### config.mk
export PLATFORM = sky130hd
export DESIGN_NAME = mcu_spi_slave_regif
export DESIGN_NICKNAME = d
export VERILOG_FILES = /design/src/rtl/mcu_spi_slave_regif.sv
export SDC_FILE = /design/constraint.sdc
export NUM_CORES = 1
export LEC_CHECK = 0
export CORE_MARGIN = 2
export CORE_UTILIZATION = 53
export DETAILED_ROUTE_END_ITERATION = 7
export GPL_TIMING_DRIVEN = 0
export PLACE_DENSITY = 0.78
export SYNTH_ARGS = -nofsm -noshare
export SYNTH_HDL_FRONTEND = slang
export SYNTH_SLANG_ARGS = --single-unit
export TNS_END_PERCENT = 20
### constraint.sdc
create_clock -name clk -period 4.21 [get_ports clk]
set_input_delay 1.263 -clock clk [delete_from_list [all_inputs] [get_ports clk]]
set_output_delay 1.263 -clock clk [all_outputs]
set_load 0.05 [all_outputs]
### src/rtl/mcu_spi_slave_regif.sv
// SPI mode-0 responder that turns {rw, addr, data} frames into single-cycle register strobes on clk.
// Pins are oversampled, so edges act SYNC_STAGES+1 clk late. Read data must arrive before the next SCK fall or RD_LATE_VALUE is sent.
module mcu_spi_slave_regif #(
   parameter int                ADDR_W        = 7,
   parameter int                DATA_W        = 16,
   parameter int                SYNC_STAGES   = 2,
   parameter logic [DATA_W-1:0] RD_LATE_VALUE = 16'hDEAD
) (
   input  logic              clk,
   input  logic              rst,
   input  logic              spi_sck_i,
   input  logic              spi_cs_n_i,
   input  logic              spi_mosi_i,
   output logic              spi_miso_o,
   output logic              spi_miso_t,
   output logic              reg_wr_en,
   output logic [ADDR_W-1:0] reg_wr_addr,
   output logic [DATA_W-1:0] reg_wr_data,
   output logic              reg_rd_en,
   output logic [ADDR_W-1:0] reg_rd_addr,
   input  logic [DATA_W-1:0] reg_rd_data,
   input  logic              reg_rd_valid,
   output logic              frame_err,
   output logic              busy
);

   localparam int HDR_LEN   = 1 + ADDR_W;
   localparam int FRAME_LEN = HDR_LEN + DATA_W;
   localparam int CNT_W     = $clog2(FRAME_LEN + 1);
   localparam logic [CNT_W-1:0] HDR_CNT   = CNT_W'(HDR_LEN);
   localparam logic [CNT_W-1:0] FRAME_CNT = CNT_W'(FRAME_LEN);

   typedef enum logic [2:0] {
      S_IDLE,
      S_HDR,
      S_WR_DATA,
      S_RD_WAIT,
      S_RD_DATA,
      S_DONE
   } state_t;

   state_t state, state_nxt;

   logic [SYNC_STAGES-1:0] sck_sync, cs_n_sync, mosi_sync;
   logic                   sck_d, cs_n_d;
   logic                   sck_s, cs_n_s, mosi_s;
   logic                   sck_rise, sck_fall, cs_fall, cs_rise;

   logic [CNT_W-1:0]   bit_cnt, cnt_plus;
   // The receive register doubles as header and data shifter, so it must be wide enough for the address.
   logic [DATA_W-2:0]  rx_sr;
   logic [HDR_LEN-1:0] hdr_now;
   logic [DATA_W-1:0]  data_now;
   logic [ADDR_W-1:0]  addr_q;
   logic [DATA_W-1:0]  tx_sr, tx_src;

   logic cnt_en, cnt_clr, hdr_done, rd_fire, wr_fire, err_fire, tx_shift;

   always_ff @(posedge clk or posedge rst) begin
      if (rst) begin
         sck_sync  <= '0;
         cs_n_sync <= '1;
         mosi_sync <= '0;
         sck_d     <= 1'b0;
         cs_n_d    <= 1'b1;
      end else begin
         sck_sync  <= {sck_sync[SYNC_STAGES-2:0], spi_sck_i};
         cs_n_sync <= {cs_n_sync[SYNC_STAGES-2:0], spi_cs_n_i};
         mosi_sync <= {mosi_sync[SYNC_STAGES-2:0], spi_mosi_i};
         sck_d     <= sck_s;
         cs_n_d    <= cs_n_s;
      end
   end

   assign sck_s    = sck_sync[SYNC_STAGES-1];
   assign cs_n_s   = cs_n_sync[SYNC_STAGES-1];
   assign mosi_s   = mosi_sync[SYNC_STAGES-1];
   assign sck_rise = sck_s & ~sck_d;
   assign sck_fall = ~sck_s & sck_d;
   assign cs_fall  = ~cs_n_s & cs_n_d;
   assign cs_rise  = cs_n_s & ~cs_n_d;

   assign cnt_plus = bit_cnt + CNT_W'(1);
   assign hdr_now  = {rx_sr[ADDR_W-1:0], mosi_s};
   assign data_now = {rx_sr, mosi_s};

   always_ff @(posedge clk or posedge rst) begin
      if (rst) state <= S_IDLE;
      else     state <= state_nxt;
   end

   always_comb begin
      state_nxt = state;
      cnt_en    = 1'b0;
      cnt_clr   = 1'b0;
      hdr_done  = 1'b0;
      rd_fire   = 1'b0;
      wr_fire   = 1'b0;
      err_fire  = 1'b0;
      tx_shift  = 1'b0;
      tx_src    = tx_sr;
      case (state)
         S_IDLE: begin
            if (cs_fall) begin
               state_nxt = S_HDR;
               cnt_clr   = 1'b1;
            end
         end
         S_HDR: begin
            if (sck_rise) begin
               cnt_en = 1'b1;
               if (cnt_plus == HDR_CNT) begin
                  hdr_done = 1'b1;
                  if (hdr_now[ADDR_W]) begin
                     rd_fire   = 1'b1;
                     state_nxt = S_RD_WAIT;
                  end else begin
                     state_nxt = S_WR_DATA;
                  end
               end
            end
         end
         S_WR_DATA: begin
            if (sck_rise) begin
               cnt_en = 1'b1;
               if (cnt_plus == FRAME_CNT) begin
                  wr_fire   = 1'b1;
                  state_nxt = S_DONE;
               end
            end
         end
         S_RD_WAIT: begin
            if (sck_rise) cnt_en = 1'b1;
            // Valid data coinciding with the deadline edge still counts as on time.
            if (sck_fall) begin
               tx_src    = reg_rd_valid ? reg_rd_data : RD_LATE_VALUE;
               tx_shift  = 1'b1;
               err_fire  = ~reg_rd_valid;
               state_nxt = S_RD_DATA;
            end else if (reg_rd_valid) begin
               tx_src    = reg_rd_data;
               state_nxt = S_RD_DATA;
            end
         end
         S_RD_DATA: begin
            if (sck_fall) tx_shift = 1'b1;
            if (sck_rise) begin
               cnt_en = 1'b1;
               if (cnt_plus == FRAME_CNT) state_nxt = S_DONE;
            end
         end
         S_DONE: begin
            state_nxt = S_DONE;
         end
         default: begin
            state_nxt = S_IDLE;
         end
      endcase
      // Deselect overrides whatever the frame was doing; a partial frame is reported, never committed.
      if (cs_rise && state != S_IDLE) begin
         state_nxt = S_IDLE;
         cnt_en    = 1'b0;
         hdr_done  = 1'b0;
         rd_fire   = 1'b0;
         wr_fire   = 1'b0;
         tx_shift  = 1'b0;
         tx_src    = tx_sr;
         err_fire  = (bit_cnt != '0) && (bit_cnt != FRAME_CNT);
      end
   end

   always_ff @(posedge clk or posedge rst) begin
      if (rst) begin
         bit_cnt     <= '0;
         rx_sr       <= '0;
         addr_q      <= '0;
         tx_sr       <= '0;
         spi_miso_o  <= 1'b0;
         reg_wr_en   <= 1'b0;
         reg_wr_addr <= '0;
         reg_wr_data <= '0;
         reg_rd_en   <= 1'b0;
         reg_rd_addr <= '0;
         frame_err   <= 1'b0;
      end else begin
         reg_wr_en <= wr_fire;
         reg_rd_en <= rd_fire;
         frame_err <= err_fire;
         if (cnt_clr) begin
            bit_cnt <= '0;
         end else if (cnt_en) begin
            bit_cnt <= cnt_plus;
            rx_sr   <= data_now[DATA_W-2:0];
         end
         if (hdr_done) addr_q <= hdr_now[ADDR_W-1:0];
         if (rd_fire) reg_rd_addr <= hdr_now[ADDR_W-1:0];
         if (wr_fire) begin
            reg_wr_addr <= addr_q;
            reg_wr_data <= data_now;
         end
         if (tx_shift) begin
            spi_miso_o <= tx_src[DATA_W-1];
            tx_sr      <= {tx_src[DATA_W-2:0], 1'b0};
         end else begin
            tx_sr <= tx_src;
            if (state_nxt != S_RD_DATA) spi_miso_o <= 1'b0;
         end
      end
   end

   assign busy       = (state != S_IDLE);
   assign spi_miso_t = (state == S_IDLE);

endmodule
### After elaboration in Yosys (flattened, before gate mapping)

Cells that the tools add are included.

* add/sub/neg operators: 1
* muxes and demuxes: 44
* eq/ne operators: 9
* multipliers: 0
* div/mod/pow operators: 0
* $lt $le $gt $ge: 0
* bitwise gates (word level): 10
* reductions and logical operators: 11
* shifts and indexed selects: 0

Operators with widths (count)
* $mux 16: 6
* $mux 1: 27
* $mux 3: 8
* $pmux 3 s5: 1
* $mux 5: 2
* $eq 3x2->1 const B: 2
* $eq 3x3->1 const B: 2
* $not 1->1: 6
* $add 5x1->5 const B: 1
* $eq 5x4->1 const B: 1
* $eq 5x5->1 const B: 1
* $ne 5x5->1 const B: 1
* $reduce_bool 5->1: 1
* $and 1x1->1: 4
* $reduce_bool 2->1: 2
* $reduce_or 2->1: 2
* $reduce_or 4->1: 1
* $eq 3x1->1 const B: 1
* $logic_not 3->1: 1
* $ne 3x3->1 const B: 1
* $reduce_bool 3->1: 1
* $logic_and 1x1->1: 2
* $reduce_and 2->1: 1

* ROM bits: 0
* word-level logic and storage cells: 92
* RAM bits: 0
* register bits: 88
* output and inout bits: 36
* latch bits: 0
* memories kept: 0
* input port bits: 22

### Depth between registers and ports, before layout

* depth after elaboration: 9
* gate-level depth with buffers: 9
* gate-level depth less buffers: 6

### Worst setup path before layout

Ideal clock, no wire load.

* path kind: reg-to-output
* from: reg state[2]
* to: out spi_miso_t
* stages on the path, launching flop included: 4
* path buffers: 1
* setup slack: 1.395 ns
* arrival: 1.552 ns
* data required time: 2.947 ns
* path through: dfrtp_1 > buf_2 > or3_1 > inv_1

* cells in the longest elaborated chain, start to end: 1

RTL lines
* start: declaration: RTL line 42 `state_t state, state_nxt;`
* start signal: assignment: RTL line 89 `else state <= state_nxt;`
* $logic_not 3->1: RTL line 212 `assign spi_miso_t = (state == S_IDLE);`
* end: declaration: RTL line 15 `output logic spi_miso_t,`

No other way between the ends.

### Worst setup path in the final report

Same ends and word-level chain as after synthesis.

==> run summary <==
Outcome -> completed
Synth unique cells -> 41
Ys Warns -> 0
#FFs+latches synth -> 88
Initial antenna violation count -> 0
Clock tree buffer depth -> 2
Power Density -> 398 mW/mm^2
Clock-pin slew on the worst setup and hold paths -> 80 ps
Worst R2R Path Depth -> 6
Crit start category -> flip-flop
RSZ-0062 raised after global routing -> no
Setup WS post-layout -> 718 ps
Crit path max fanout -> 10
Die area -> 0.00767 sq mm
Post-CTS Resized -> 0
Post-CTS setup repair buffer count -> 0
Pre-CTS WS -> 1080 ps
GRT Util Overall -> 0.201
Syn Area/Cell -> 12.6 sq um
Diodes inserted -> 0
CTS Root Cell -> clkbuf_8
Max_slew headroom -> 0.486
Non-filler cells, final -> 463
Final instance area -> 0.00462 sq mm
Vias in the first global route -> 2409
Slowest CP cell -> clkdlybuf4s50_1
Reg-to-reg critical path startpoint -> bit_cnt[0]
Clk_lat worst skew -> 350 ps
Crit Path Category -> reg -> out
Largest net degree at the start of global routing -> 76
Crit-path cells -> buf_2 > or3_1 > inv_1 > clkdlybuf4s50_1
Synth top area share -> 0.574
Final count of hold timing violations -> 0
Data arrival, critical path -> 2230 ps
Post-route clock period utilization -> 0.829
Initial Utilization -> 0.545
CP max stage delay -> 810 ps
CTS Hold Bufs -> 0
Filler Cell Count -> 519
DR vias/cell -> 5.40
Ranking of synthesized cells by area -> dfrtp_1 (57%), mux2_2 (16%), o21ai_0 (2.2%), dfstp_2 (2.1%), o22ai_1 (2.0%)
Kind of end point of the critical path -> primary output
Hold path start -> cs_n_sync[0]
Worst Skew -> 10.2 ps
Pre-antenna DRT Iters -> 4
Via count of the routed design -> 2502
Synth Net Count -> 318
Leak -> 2.17 nW
Worst vdd ir -> 0.000230 V
Slew @ Worst Pin -> 771 ps
Hold EP -> cs_n_sync[1]
Tmin final -> 3490 ps
Fin nets -> 387
Core area -> 0.00679 sq mm
Chip Height -> 87.6 um
R2R Setup Slk -> 1440 ps
Post-DP HPWL -> 4.89 mm
CTS tree -> built
Routability Congestion -> 0.907
R2R Path End -> reg_rd_addr[4]
Hold Path Class -> reg -> reg
ANT nets after route -> 0
Area leader, netlist -> dfrtp_1
Slew Viols, Final -> 0
CTS HTree Levels -> 3
Peak Freq -> 286 MHz
WHS Path Cells -> 0
Critical path data required time -> 2950 ps
First-pass GRT wire length -> 11.9 mm
WHS -> 359 ps
Die Wd -> 87.6 um
Total Wirelength -> 7.29 mm
FFs w/ async S/R, synth -> 1.00
GRT overflow -> 0
WL/cell -> 15.8 um
Area grow syn2layout -> 24.7%
CTS Sinks -> 88
Seq/Total Area, Yosys -> 0.595
WP buf/inv -> 3
Number of synthesized flops with an enable pin -> 0
Total CTS buffers -> 9
# setup viols final -> 0
Post-Place Cell Area -> 0.00443 sq mm
Layout cells sized above 1 -> 0.229
Synth Flop Type -> dfrtp_1
PortBufs -> 57
Synthesized cell area -> 0.00370 sq mm
Placed Cells -> 448
Crit path max-delay family -> buffers and inverters
Num rows -> 30
Starting DRT DRC Count -> 138
DRC viols -> 0
Mapped Cells -> 294
IO Count -> 58
Max-cap violations -> 0
-- per-layer routing --
layer	track usage	vias up	wire length, um	share of wire
met4	0.0769	0	87	0.012
met2	0.304	67	3460	0.47
met1	0.288	1242	3360	0.46
met3	0.0443	8	387	0.053
met5	0	-	0	0
li1	-	1185	-	-
-- worst max-delay path by stage --
stage | to | start | cells past startpoint
after floorplan | addr_q[0] | rst | 1
after global placement | reg_wr_en | rst | 2
after detailed placement | spi_miso_t | state[2] | 4
after CTS | spi_miso_t | state[2] | 4
after global routing | spi_miso_t | state[2] | 4
final | spi_miso_t | state[2] | 4
-- cell usage in the layout (no fill, tap or decap), drive strengths merged, types with 2 or more instances in the layout --
cell	n
a21oi	10
a22o	5
and2	2
and3	2
buf	9
clkbuf	19
clkdlybuf4s50	57
clkinv	2
dfrtp	85
dfstp	3
ha	2
inv	10
mux2	53
mux2i	6
nand2	14
nand2b	4
nand3	6
nor2	16
nor2b	8
o21ai	16
o22ai	12
o31ai	3
or3	2
-- worst reg2reg max path, delay by kind of cell (launching register included) --
kind | cells | cell delay, ps
AO/OA/AOI/OAI | 1 | 740
adder cells (fa/ha/maj) | 1 | 290
buffers and inverters | 1 | 130
flip-flops | 1 | 460
multiplexers | 1 | 420
AND/OR/NAND/NOR | 2 | 630
-- kinds of logic after synthesis --
kind of cell | after synthesis | synth area share
buffers and inverters | 26 | 0.0304
multiplexers | 59 | 0.177
AO/OA/AOI/OAI | 59 | 0.107
flip-flops | 88 | 0.595
AND/OR/NAND/NOR | 60 | 0.0827
adder cells (fa/ha/maj) | 2 | 0.00675
-- Yosys cell counts (2+ instances only) --
cell type  number
dfrtp_1        85
mux2_2         53
nor2_1         16
o21ai_0        16
nand2_1        14
o22ai_1        12
a21oi_1        10
clkbuf_1        9
inv_1           9
nor2b_1         8
buf_2           6
mux2i_1         6
nand3_1         6
a22o_1          5
nand2b_1        4
dfstp_2         3
o31ai_1         3
and2_1          2
and3_1          2
buf_4           2
ha_1            2
or3_1           2
-- registers in the layout, indices dropped and copies added, names as in the netlist, 2 cells and up --
| register | count |
|---|---|
| bit_cnt | 5 |
| reg_rd_addr | 7 |
| state | 3 |
| cs_n_sync | 2 |
| tx_sr | 16 |
| reg_wr_addr | 7 |
| mosi_sync | 2 |
| rx_sr | 15 |
| sck_sync | 2 |
| reg_wr_data | 16 |
| addr_q | 7 |
-- area by class of cell --
| class | count | area, sq um | share of cell area |
|---|---|---|---|
| Timing Repair Buffer | 58 | 598 | 0.129 |
| Clock inverter | 5 | 56.3 | 0.0122 |
| Multi-Input combinational cell | 180 | 1390 | 0.300 |
| Clock buffer | 10 | 138 | 0.0298 |
| Inverter | 9 | 36.3 | 0.00785 |
| Tap cell | 96 | 120 | 0.0260 |
| Sequential cell | 88 | 2210 | 0.478 |
| Buffer | 17 | 78.8 | 0.0171 |
-- per-stage QoR --
| step | power [mW] | setup TNS [ps] | utilization |
|---|---|---|---|
| floorplan | 1.17 | 0 | - |
| global placement | 1.26 | -52800 | 0.647 |
| detailed placement | 1.28 | 0 | 0.651 |
| CTS | 1.85 | 0 | 0.680 |
| global route | 1.93 | 0 | 0.680 |
| finish | 1.84 | 0 | 0.680 |
-- power breakdown --
part | switching [mW] | internal (mW) | leakage (nW)
sequential | 0.0708 | 0.910 | 1.17
combinational | 0.159 | 0.123 | 0.907
clock | 0.288 | 0.287 | 0.0985
No activity file was read; power rests on OpenSTA's default activity.
